<file path="config.mk">
export PLATFORM = sky130hd
export DESIGN_NAME = mole_game_ctrl
export DESIGN_NICKNAME = d
export VERILOG_FILES = /design/src/rtl/mole_pkg.sv /design/src/rtl/mole_ms_timer.sv /design/src/rtl/mole_game_ctrl.sv
export SDC_FILE = /design/constraint.sdc
export NUM_CORES = 1
export LEC_CHECK = 0
export BUFFER_PORTS_ARGS = -buffer_cell sky130_fd_sc_hd__buf_2
export CAP_MARGIN = 5
export CORE_MARGIN = 5
export CORE_UTILIZATION = 56
export DETAILED_ROUTE_END_ITERATION = 8
export PLACE_DENSITY = 0.81
export SYNTH_ARGS = -nofsm -noshare
export SYNTH_HDL_FRONTEND = slang
export SYNTH_SLANG_ARGS = --single-unit
</file>
<file path="constraint.sdc">
create_clock -name clk -period 3.1 [get_ports clk]
set_input_delay 0.465 -clock clk [delete_from_list [all_inputs] [get_ports clk]]
set_output_delay 0.465 -clock clk [all_outputs]
set_load 0.03 [all_outputs]
</file>
<file path="src/rtl/mole_pkg.sv">
// mole_pkg: shared states, widths and default timing for the whack-a-mole sequencer
package mole_pkg;
    typedef enum logic [2:0] {S_IDLE, S_SPAWN, S_UP, S_HIT, S_GAP, S_OVER} state_t;
    localparam int POS_W = 4;
    localparam int SCORE_W = 7;
    localparam int TIME_W = 7;
    localparam int MS_W = 16;
    localparam int unsigned DEF_GAME_SECONDS = 60;
    localparam int unsigned DEF_UP_MS = 1000;
    localparam int unsigned DEF_HIT_MS = 200;
    localparam int unsigned DEF_GAP_MS = 250;
    localparam int unsigned DEF_MAX_SCORE = 99;
endpackage

</file>
<file path="src/rtl/mole_ms_timer.sv">
// mole_ms_timer: loadable down counter stepping on enable; expire marks the 1 -> 0 step
module mole_ms_timer
    import mole_pkg::*;
(
    input  logic            clk,
    input  logic            rst,
    input  logic            en,
    input  logic            load,
    input  logic [MS_W-1:0] load_val,
    output logic            expire
);
    logic [MS_W-1:0] cnt;
    assign expire = en && cnt == MS_W'(1);
    always_ff @(posedge clk) begin
        if (rst) cnt <= '0;
        else if (load) cnt <= load_val;
        else if (en && cnt != '0) cnt <= cnt - MS_W'(1);
    end
endmodule

</file>
<file path="src/rtl/mole_game_ctrl.sv">
// mole_game_ctrl: round FSM, 1 Hz countdown, mole spawn/timeout and one-shot hit/miss scoring
module mole_game_ctrl
    import mole_pkg::*;
#(
    parameter int unsigned GAME_SECONDS = DEF_GAME_SECONDS,
    parameter int unsigned UP_MS = DEF_UP_MS,
    parameter int unsigned HIT_MS = DEF_HIT_MS,
    parameter int unsigned GAP_MS = DEF_GAP_MS,
    parameter int unsigned MAX_SCORE = DEF_MAX_SCORE
) (
    input  logic               clk,
    input  logic               rst,
    input  logic               inGame,
    input  logic               tick_1khz,
    input  logic               tick_1hz,
    input  logic [POS_W-1:0]   rnd,
    input  logic               key_valid,
    input  logic [POS_W-1:0]   key_code,
    output logic [POS_W-1:0]   position,
    output logic               mole_up,
    output logic               hit_flash,
    output logic               hit_pulse,
    output logic               miss_pulse,
    output logic [SCORE_W-1:0] score,
    output logic [TIME_W-1:0]  time_left,
    output logic               game_over
);
    state_t state, state_d;
    logic [POS_W-1:0] pos_d;
    logic [SCORE_W-1:0] score_d;
    logic [TIME_W-1:0] time_d;
    logic hit_d, miss_d, tmr_load, tmr_exp, active, hit;
    logic [MS_W-1:0] tmr_val;

    assign active = state inside {S_SPAWN, S_UP, S_HIT, S_GAP};
    assign hit = state == S_UP && key_valid && key_code == position;

    mole_ms_timer u_timer (
        .clk(clk),
        .rst(rst),
        .en(tick_1khz),
        .load(tmr_load),
        .load_val(tmr_val),
        .expire(tmr_exp)
    );

    always_comb begin
        state_d = state;
        pos_d = position;
        score_d = score;
        time_d = time_left;
        hit_d = 1'b0;
        miss_d = 1'b0;
        tmr_load = 1'b0;
        tmr_val = MS_W'(GAP_MS);
        case (state)
            S_IDLE: if (inGame) begin
                state_d = S_SPAWN;
                score_d = '0;
                time_d = TIME_W'(GAME_SECONDS);
            end
            S_SPAWN: begin
                pos_d = (rnd == position) ? rnd + POS_W'(1) : rnd;
                tmr_load = 1'b1;
                tmr_val = MS_W'(UP_MS);
                state_d = S_UP;
            end
            S_UP: if (hit) begin
                hit_d = 1'b1;
                score_d = (score >= SCORE_W'(MAX_SCORE)) ? score : score + SCORE_W'(1);
                tmr_load = 1'b1;
                tmr_val = MS_W'(HIT_MS);
                state_d = S_HIT;
            end else if (tmr_exp) begin
                miss_d = 1'b1;
                tmr_load = 1'b1;
                state_d = S_GAP;
            end else miss_d = key_valid;
            S_HIT: if (tmr_exp) begin
                tmr_load = 1'b1;
                state_d = S_GAP;
            end
            S_GAP: if (tmr_exp) state_d = S_SPAWN;
            S_OVER: if (!inGame) state_d = S_IDLE;
            default: state_d = S_IDLE;
        endcase
        // the final second overrides any mole transition, but a same-cycle hit still scores
        if (active && tick_1hz && time_left != '0) begin
            time_d = time_left - TIME_W'(1);
            if (time_left == TIME_W'(1)) state_d = S_OVER;
        end
        if (active && !inGame) begin
            state_d = S_IDLE;
            pos_d = position;
            score_d = score;
            time_d = time_left;
            hit_d = 1'b0;
            miss_d = 1'b0;
            tmr_load = 1'b0;
        end
    end

    always_ff @(posedge clk) begin
        if (rst) begin
            state <= S_IDLE;
            position <= '0;
            score <= '0;
            time_left <= TIME_W'(GAME_SECONDS);
            hit_pulse <= 1'b0;
            miss_pulse <= 1'b0;
            mole_up <= 1'b0;
            hit_flash <= 1'b0;
            game_over <= 1'b0;
        end else begin
            state <= state_d;
            position <= pos_d;
            score <= score_d;
            time_left <= time_d;
            hit_pulse <= hit_d;
            miss_pulse <= miss_d;
            mole_up <= state_d inside {S_UP, S_HIT};
            hit_flash <= state_d == S_HIT;
            game_over <= state_d == S_OVER;
        end
    end
endmodule

</file>
==> impl_metrics.toml, run 1 <==
[outcome]
status = "finished clean"

[pwr]
p_per_area_nw_per_um2 = 761.9
power.total_mw = 2.006
leakagePower_nw = 1.006
peakVddDrop_uv = 456.9

[critical_path]
cp_data_required_time_ns = 3.28
critPathKind = "reg2reg"
ff2ff_path_depth = 7
regToRegSetupSlack_ns = 0.71
start_kind = "flip-flop"
crit_chain = "inv_1 -> ha_1 -> or4b_2 -> o311ai_0 -> nor4_1 -> xnor2_1 -> nor2_1"
crit_path_end_kind = "flip-flop"
r2r-end = "u_timer.cnt[12]"
r2r-start = "u_timer.cnt[0]"
slowest_stage = "o311ai_0"
max_stage_delay_ns = 0.68
critPathMaxFanout = 4
arrival_ns = 2.57

[floorplanning]
std_cell_rows = 23
die_h_um = 75
io_pins = 37
die_w_um = 75
fp.coreArea_um2 = 4058
dieArea_um2 = 5625
start_util_pct = 58.31

[placed_design]
gp_congestion = 0.8383
port_buffers = 36
place_area_um2 = 2541
post-dp-hpwl_um = 3761

[yosys]
async_flop_share_pct = 0
ys.flop_type = "dfxtp_1"
synthMuxAreaShare_pct = 1.851
synth_top_area_share_pct = 35.54
avgSynthCellArea_um2 = 8.604
yosysWarnings = 0
ys_seq_area_share_pct = 35.54
synth_top_family_by_area = "simple AND/OR/NAND/NOR gates"
synth-simple-area-share_pct = 31.73
synthCells = 275
synth-xor-area-share_pct = 9.254
synthAdderAreaFrac_pct = 4.231
synth-edff-count = 0
synth-seq-cells = 42
synth_cell_types = 52
yosys.area.top_type = "dfxtp_1"
syn_nets = 297
syn_area_um2 = 2366
synth_compound_area_share_pct = 13.59
synth_top_cells_by_area = "dfxtp_1, xnor2_1, nor2_1"

[finish]
final_common_cell = "dfxtp_1"
drive_gt1_share_pct = 20.13
syn_to_final_growth_pct = 11.26
nets = 329
fin_area_um2 = 2633
antenna_cells = 0
final_cell_mix = "dfxtp_1, buf_2, nor2_1"

[hold_path]
min_from = "key_valid"
worstHoldPathType = "in2reg"
whs_path_depth = 3
min_to = "miss_pulse"

[sta]
fmax_mhz = 418.8
finalHoldViolations = 0
layout_min_cycle_time_ns = 2.388
setup_viol = 0
relSlewSlack_pct = 43.67
totalNegativeSetupSlack_ns = 0
drv_slew = 0
tightestPinTransition_ns = 0.8372
period_share_pct = 77.03
hold_ws_ns = 0.4849
skew_ns = 0.01106
rsz0062_at_grt = "false"

[detailed_routing]
drt_iter0_drc = 191
finalWirelength_um = 5214
dr.pass1.iters = 4
via_per_inst = 6.006
num_vias = 2150
wire_per_inst_um = 14.56
ant_nets = 0
route.detailed.drc = 0

[clock_network]
htreeDepth = 2
cts_root_buffer = "clkbuf_8"
clkSlewWorstSetupHoldPaths_ns = 0.08
hold_buffers = 0
tritoncts = "yes"
cts_resized = 0
clock_path_buffers = 2
postCtsSetupRepairBufs = 0
cts_buffers = 5
worst_skew_pair.late_latency_ns = 0.30
clock_sinks = 42

[grt]
grt_pass1_wl_um = 8825
grt_pass1_vias = 1943
grt_antenna_before_repair = 0
gr-total-overflow = 0
grt_max_degree = 20
track_usage_pct = 19.79

[flow_run]
cap_violations = 0
## stage by stage
stage	setup WS, ns	util [%]	instances
after detailed placement	0.7369	62.63	350
after floorplan	0.9115	-	275
after global routing	0.4984	64.88	358
final	0.7119	64.88	358
after CTS	0.7264	64.88	358
after global placement	0.8554	62.63	350
## area by class of cell
class,count,area [um^2]
clock buffer,7,86.33
tap,50,62.56
sequential,42,840.8
inverter,6,22.52
timing repair buffer,36,180.2
fill,348,1425
multi-input combinational,216,1435
clock inverter,1,5.005
## how the worst max path moves through the flow
stage	from	endpoint	slack [ns]	cells after the start
3_3_place_gp	u_timer.cnt[0]	u_timer.cnt[8]	0.86	7
4_1_cts	u_timer.cnt[0]	u_timer.cnt[14]	0.73	7
6_report	u_timer.cnt[0]	u_timer.cnt[12]	0.71	7
3_5_place_dp	u_timer.cnt[0]	u_timer.cnt[14]	0.74	7
2_1_floorplan	score[0]	score[0]	0.91	6
5_1_grt	u_timer.cnt[0]	u_timer.cnt[14]	0.50	7
## registers in the layout, indices dropped and copies added, names as in the netlist
register	count
u_timer.cnt	16
score	7
time_left	7
position	4
state	3
game_over	1
hit_flash	1
hit_pulse	1
miss_pulse	1
mole_up	1
## power breakdown
part / leakage [nW] / total [mW] / internal [mW] / switching [mW]
registers: 0.342 / 0.756 / 0.637 / 0.119
logic: 0.616 / 0.883 / 0.400 / 0.483
clock network: 0.0482 / 0.367 / 0.180 / 0.187
## synthesized netlist by cell type (all sizes together) (3+ instances only)
master / n
nand3: 11
nor4: 11
ha: 8
buf: 4
and3: 3
mux2: 3
nor2b: 3
nand4: 9
nor3b: 3
clkbuf: 7
a211oi: 5
xnor2: 14
dfxtp: 42
nand2: 11
xor2: 11
nor3: 8
inv: 6
or4b: 3
nand3b: 3
or3: 10
or4: 7
o21ai: 13
nor2: 31
or3b: 3
a21oi: 16
a31oi: 6
## cells by family (layout without fill, tap and decap cells)
logic type / after synthesis / in the layout
mux: 4 / 4
compound gates: 52 / 52
flops: 42 / 42
buf+inv: 17 / 50
simple gates: 127 / 127
xor+xnor: 25 / 25
fa+ha+maj: 8 / 8
## metal layers
metal / vias up / track usage, % / part of all wire (%)
met3: 8 / 3.872 / 6.1
met2: 66 / 30.46 / 45
met5: - / 0 / 0
li1: 1076 / - / -
met1: 1000 / 27.19 / 47
met4: 0 / 7.905 / 1.6
## critical path, delay by kind of cell (launching register included)
kind | cells | cell delay [ns]
AOI/OAI and AO/OA | 1 | 0.68
xor gates and xnor gates | 1 | 0.19
adders and majority gates | 1 | 0.16
buffers and inverters | 1 | 0.11
DFF | 1 | 0.34
and+or+nand+nor | 3 | 0.80
Power figures use the tool's default switching activity.
==> run 2, diff against run 1 <==
--- a/config.mk
+++ b/config.mk
@@ -5,12 +5,13 @@
 export SDC_FILE = /design/constraint.sdc
 export NUM_CORES = 1
 export LEC_CHECK = 0
+export ABC_AREA = 1
 export BUFFER_PORTS_ARGS = -buffer_cell sky130_fd_sc_hd__buf_2
 export CAP_MARGIN = 5
 export CORE_MARGIN = 5
-export CORE_UTILIZATION = 56
+export CORE_UTILIZATION = 52
 export DETAILED_ROUTE_END_ITERATION = 8
-export PLACE_DENSITY = 0.81
+export PLACE_DENSITY = 0.78
 export SYNTH_ARGS = -nofsm -noshare
 export SYNTH_HDL_FRONTEND = slang
 export SYNTH_SLANG_ARGS = --single-unit
==> constraint.sdc (replaced) <==
create_clock -name clk -period 2 [get_ports clk]
set_input_delay 0.3 -clock clk [delete_from_list [all_inputs] [get_ports clk]]
set_output_delay 0.3 -clock clk [all_outputs]
set_load 0.03 [all_outputs]
==> impl_metrics.toml, run 2 <==
[outcome]
status = "finished clean"

[detailed_routing]
drt_iter0_drc = 120
finalWirelength_um = 6228
via_per_inst = 5.152
route.detailed.drc = 0
num_vias = 2674
ant_nets = 0
dr.pass1.iters = 4
wire_per_inst_um = 12.00

[clock_network]
hold_buffers = 0
clkSlewWorstSetupHoldPaths_ns = 0.09
postCtsSetupRepairBufs = 0
cts_root_buffer = "clkbuf_8"
worst_skew_pair.late_latency_ns = 0.30
clock_path_buffers = 2
htreeDepth = 2
cts_buffers = 5
clock_sinks = 42
cts_resized = 0
tritoncts = "yes"

[finish]
nets = 470
regMostFlops = "u_timer.cnt"
fin_util_pct = 61.73
reg_top3 = "u_timer.cnt (16), score (7), time_left (7)"
final_common_cell = "nand2_1"
final_cells = 519
largest_reg_flops = 16
fillers = 511
final_cell_mix = "nand2_1, nor2_1, inv_1"
drive_gt1_share_pct = 19.15
antenna_cells = 0
syn_to_final_growth_pct = 14.91

[critical_path]
regToRegSetupSlack_ns = 0.30
arrival_ns = 1.89
path_buf_inv = 1
critPathKind = "reg2reg"
start_kind = "flip-flop"
slowest_stage = "dfxtp_1"
max_stage_delay_ns = 0.37
crit_chain = "inv_1 -> ha_1 -> nand2_1 -> nor2_2 -> a21boi_4 -> nand3_1 -> nor2_2 -> xor2_1 -> nor2_1"
critPathMaxFanout = 6
cp_data_required_time_ns = 2.19
critPathTopFamily = "simple AND/OR/NAND/NOR gates"
cp_common_cell = "nor2_2"
crit_path_end_kind = "flip-flop"

[grt]
grt_pass1_vias = 2535
grt_pass1_wl_um = 10660
gr-total-overflow = 0
track_usage_pct = 20.05
grt_max_degree = 23
grt_antenna_before_repair = 0

[yosys]
synth_most_common_cell = "nand2_1"
synth_top_area_share_pct = 30.64
ys.flop_type = "dfxtp_1"
ys_seq_area_share_pct = 30.64
avgSynthCellArea_um2 = 6.758
synth-edff-count = 0
synth_cell_types = 31
synthCells = 406
yosysWarnings = 0
synth-seq-cells = 42
synth_top_cells_by_area = "dfxtp_1, nand2_1, nor2_1"
syn_nets = 428
yosys.area.top_type = "dfxtp_1"
syn_area_um2 = 2744
yosys-top-cells-count = "nand2_1, nor2_1, inv_1, dfxtp_1, nand3_1"
async_flop_share_pct = 0

[pwr]
peakVddDrop_uv = 500.9
p_per_area_nw_per_um2 = 1180
leakagePower_nw = 1.539

[floorplanning]
start_util_pct = 53.72
fp.coreArea_um2 = 5107
die_w_um = 82.64
dieArea_um2 = 6829
std_cell_rows = 26
die_h_um = 82.64
io_pins = 37

[sta]
rsz0062_at_grt = "false"
layout_min_cycle_time_ns = 1.699
finalHoldViolations = 0
totalNegativeSetupSlack_ns = 0
skew_ns = 0.009259
tightestPinTransition_ns = 0.3385
period_share_pct = 84.93
relSlewSlack_pct = 77.35
drv_slew = 0
fmax_mhz = 588.7
hold_ws_ns = 0.3633
setup_viol = 0

[placed_design]
dp.cells = 511
port_buffers = 36
gp_congestion = 0.9283
post-dp-hpwl_um = 4884

[hold_path]
worstHoldPathType = "in2reg"

[flow_run]
cap_violations = 0
run 2: cell count changes in the layout (fill, tap and decap cells not counted), sizes merged, moves of 5 or more:
cell    previous run  this run
or4                7         0
a211oi             5         0
xnor2             14         3
nor2              31        69
nor4              11         0
xor2              11        17
nand3             11        44
inv                6        58
nand2             11        98
or3               10         0
a21oi             16        25
run 2: per-layer routing:
layer / GRT usage [%] / up-vias / share of wire (%)
li1: - / 1379 / -
met1: 22.30 / 1230 / 44
met2: 37.18 / 53 / 50
met3: 4.338 / 12 / 3.7
met4: 7.190 / 0 / 1.7
met5: 0 / - / 0
run 2: cells by family (layout without fill, tap and decap cells):
group	Yosys count	in the layout	synth area share, %
AND/OR/NAND/NOR	229	229	41.36
buffers and inverters	63	106	8.710
AO/OA/AOI/OAI	44	44	9.257
flip-flops	42	42	30.64
XOR/XNOR	20	20	6.384
adder cells (fa/ha/maj)	8	8	3.648
run 2: worst register-to-register path: stages (launching register included):
cell and delay [ns]:
dfxtp_1 0.37, inv_1 0.11, ha_1 0.20, nand2_1 0.08, nor2_2 0.06, a21boi_4 0.23
nand3_1 0.16, nor2_2 0.17, xor2_1 0.16, nor2_1 0.05
run 2: cell type report:
class                   instances  area, um^2  area share, %
clock inverters                 3       68.82          2.183
flip-flops and latches         42       840.8          26.67
well taps                      70       87.58          2.778
multi-input cells             301        1664          52.78
clock buffers                   5       68.82          2.183
repair buffers                 38       195.2          6.190
inverters                      60       227.7          7.222
run 2: stage by stage:
step	setup WS, ns	cell area, um^2	power (mW)
after floorplan	0.3681	2744	2.566
after global placement	0.3852	3015	2.869
after detailed placement	0.3301	3015	2.919
after CTS	0.3149	3153	3.733
after global routing	0.1883	3153	4.011
final	0.3015	3153	3.722
run 2: worst paths after layout:
| kind | depth (start not counted) | end | start |
|---|---|---|---|
| min reg2reg | 2 | u_timer.cnt[12] | u_timer.cnt[12] |
| max | 9 | u_timer.cnt[11] | u_timer.cnt[0] |
| min | 4 | time_left[6] | inGame |
| max reg2reg | 9 | u_timer.cnt[11] | u_timer.cnt[0] |
run 2: where the power goes:
| group | switching, mW | total (mW) | internal, mW | leakage (nW) |
|---|---|---|---|---|
| combinational | 1.18 | 1.76 | 0.585 | 1.13 |
| sequential | 0.148 | 1.15 | 0.999 | 0.343 |
| clock | 0.310 | 0.810 | 0.500 | 0.0683 |
==> run 3, diff against run 2 <==
--- a/config.mk
+++ b/config.mk
@@ -5,11 +5,11 @@
 export SDC_FILE = /design/constraint.sdc
 export NUM_CORES = 1
 export LEC_CHECK = 0
-export ABC_AREA = 1
+export ABC_AREA = 0
 export BUFFER_PORTS_ARGS = -buffer_cell sky130_fd_sc_hd__buf_2
 export CAP_MARGIN = 5
 export CORE_MARGIN = 5
-export CORE_UTILIZATION = 52
+export CORE_UTILIZATION = 51
 export DETAILED_ROUTE_END_ITERATION = 8
 export PLACE_DENSITY = 0.78
 export SYNTH_ARGS = -nofsm -noshare
==> constraint.sdc (replaced) <==
create_clock -name clk -period 1.5 [get_ports clk]
set_input_delay 0.225 -clock clk [delete_from_list [all_inputs] [get_ports clk]]
set_output_delay 0.225 -clock clk [all_outputs]
set_load 0.03 [all_outputs]
==> impl_metrics.toml, run 3 (synthesized netlist as in run 1, its figures left out) <==
[grt]
grt_pass1_wl_um = 12880
gr-total-overflow = 0
track_usage_pct = 25.64
grt_max_degree = 16
grt_pass1_vias = 2751
grt_antenna_before_repair = 0

[finish]
final_cell_mix = "buf_4, buf_2, nor2_1"
fin_util_pct = 87.13
final_cells = 453
final-seq-area_um2 = 885.9
drive_gt1_share_pct = 56.86
syn_to_final_growth_pct = 62.56
antenna_cells = 0
final_common_cell = "buf_4"
multi_input_area_um2 = 1831
reg_top3 = "u_timer.cnt (16), score (7), time_left (7)"
nets = 422
fillers = 224
largest_reg_flops = 16
regMostFlops = "u_timer.cnt"

[hold_path]
worstHoldPathType = "in2reg"

[floorplanning]
dieArea_um2 = 6101
start_util_pct = 53.60
std_cell_rows = 24
die_h_um = 78.11
io_pins = 37
fp.coreArea_um2 = 4414
die_w_um = 78.11

[sta]
tightestPinTransition_ns = 0.4001
drv_slew = 0
skew_ns = 0.006661
fmax_mhz = 458.6
layout_min_cycle_time_ns = 2.181
relSlewSlack_pct = 73.12
totalNegativeSetupSlack_ns = -13.72
period_share_pct = 145.4
setup_viol = 41
rsz0062_at_grt = "true"
finalHoldViolations = 0
setup_slack_ns = -0.6805

[pwr]
power.total_mw = 6.314
leakagePower_nw = 1.580
peakVddDrop_uv = 1647
p_per_area_nw_per_um2 = 1642

[outcome]
failed_checks = "negative setup slack"
status = "complete, but fails checks"

[critical_path]
cp_data_required_time_ns = 1.72
arrival_ns = 2.40
crit_chain = "ha_4 -> or4_4 -> o211a_1 -> o31a_1 -> buf_6 -> or3_4 -> a21oi_2"
critPathMaxFanout = 9
start_kind = "flip-flop"
slowest_stage = "or4_4"
crit_path_end_kind = "flip-flop"
critPathKind = "reg2reg"
max_stage_delay_ns = 0.41

[detailed_routing]
wire_per_inst_um = 18.84
drt_iter0_drc = 223
ant_nets = 0
via_per_inst = 6.146
dr.pass1.iters = 4
num_vias = 2784
route.detailed.drc = 0
finalWirelength_um = 8535

[placed_design]
gp_congestion = 0.8211
pre_cts_ws_ns = -0.5807
port_buffers = 36
dp.cells = 432
post-dp-hpwl_um = 4822

[clock_network]
clock_sinks = 42
cts_buffers = 5
clkSlewWorstSetupHoldPaths_ns = 0.08
htreeDepth = 2
cts_root_buffer = "clkbuf_8"
clock_path_buffers = 2
tritoncts = "yes"
worst_skew_pair.late_latency_ns = 0.30

[flow_run]
cap_violations = 0
==> run 3: changes by cell type in the layout (fill, tap and decap cells not counted), sizes merged, moves of 5 or more <==
cell    change
buf        +91
nand2      -87
xor2        -6
nor4       +11
a211oi      +5
or4         +7
a21oi       -9
or3        +10
inv        -52
nand3      -33
xnor2      +11
nor2       -38
==> run 3: where the power goes <==
| group | internal (mW) | switching, mW | leakage (nW) |
|---|---|---|---|
| Combinational | 1.99 | 1.87 | 1.18 |
| Clock | 0.499 | 0.409 | 0.0524 |
| Sequential | 1.32 | 0.232 | 0.350 |
| Total | 3.81 | 2.51 | 1.58 |
==> run 3: critical path: cells and delay by family (launching register included) <==
family / cells / cell delay (ns)
compound gates: 3 / 0.70
flops: 1 / 0.36
simple gates: 2 / 0.74
fa+ha+maj: 1 / 0.15
buf+inv: 1 / 0.15
==> run 3: worst paths after layout <==
check | from | to | slack, ns | cells after the start
worst max-delay path | score[1] | score[3] | -0.68 | 7
worst min-delay path | key_valid | miss_pulse | 0.29 | 3
worst max register to register | score[1] | score[3] | -0.68 | 7
worst min register to register | score[6] | score[6] | 0.51 | 2
==> run 3: final cells by class <==
class                           instances  share of cell area [%]
Multi-Input combinational cell        216                   47.59
Timing Repair Buffer                  129                   24.33
Clock inverter                          1                  0.7807
Sequential cell                        42                   23.03
Clock buffer                            7                   1.984
Inverter                                6                  0.5856
Tap cell                               52                   1.692
==> run 3: metrics by stage <==
step | hold slack (ns) | instance area [um^2]
detailed placement | 0.4905 | 3292
global route | 0.2913 | 3846
global placement | 0.4875 | 3292
floorplan | 0.3996 | 2514
finish | 0.2933 | 3846
CTS | 0.2548 | 3687
==> run 3: timing repair <==
| item | in CTS | in global routing |
|---|---|---|
| endpoints found under the setup margin | 41 | 41 |
| hold buffers | 0 | 0 |
| gates resized for setup | 51 | 26 |
| setup buffers | 9 | 5 |
| pin swaps | 38 | 28 |
==> run 3: per-layer routing <==
metal	track usage [%]	vias to the layer above	routed length (um)
met5	0	-	0
met4	10.47	0	362
met3	4.805	40	529
met2	47.60	140	4335
met1	28.29	1338	3308
li1	-	1266	-
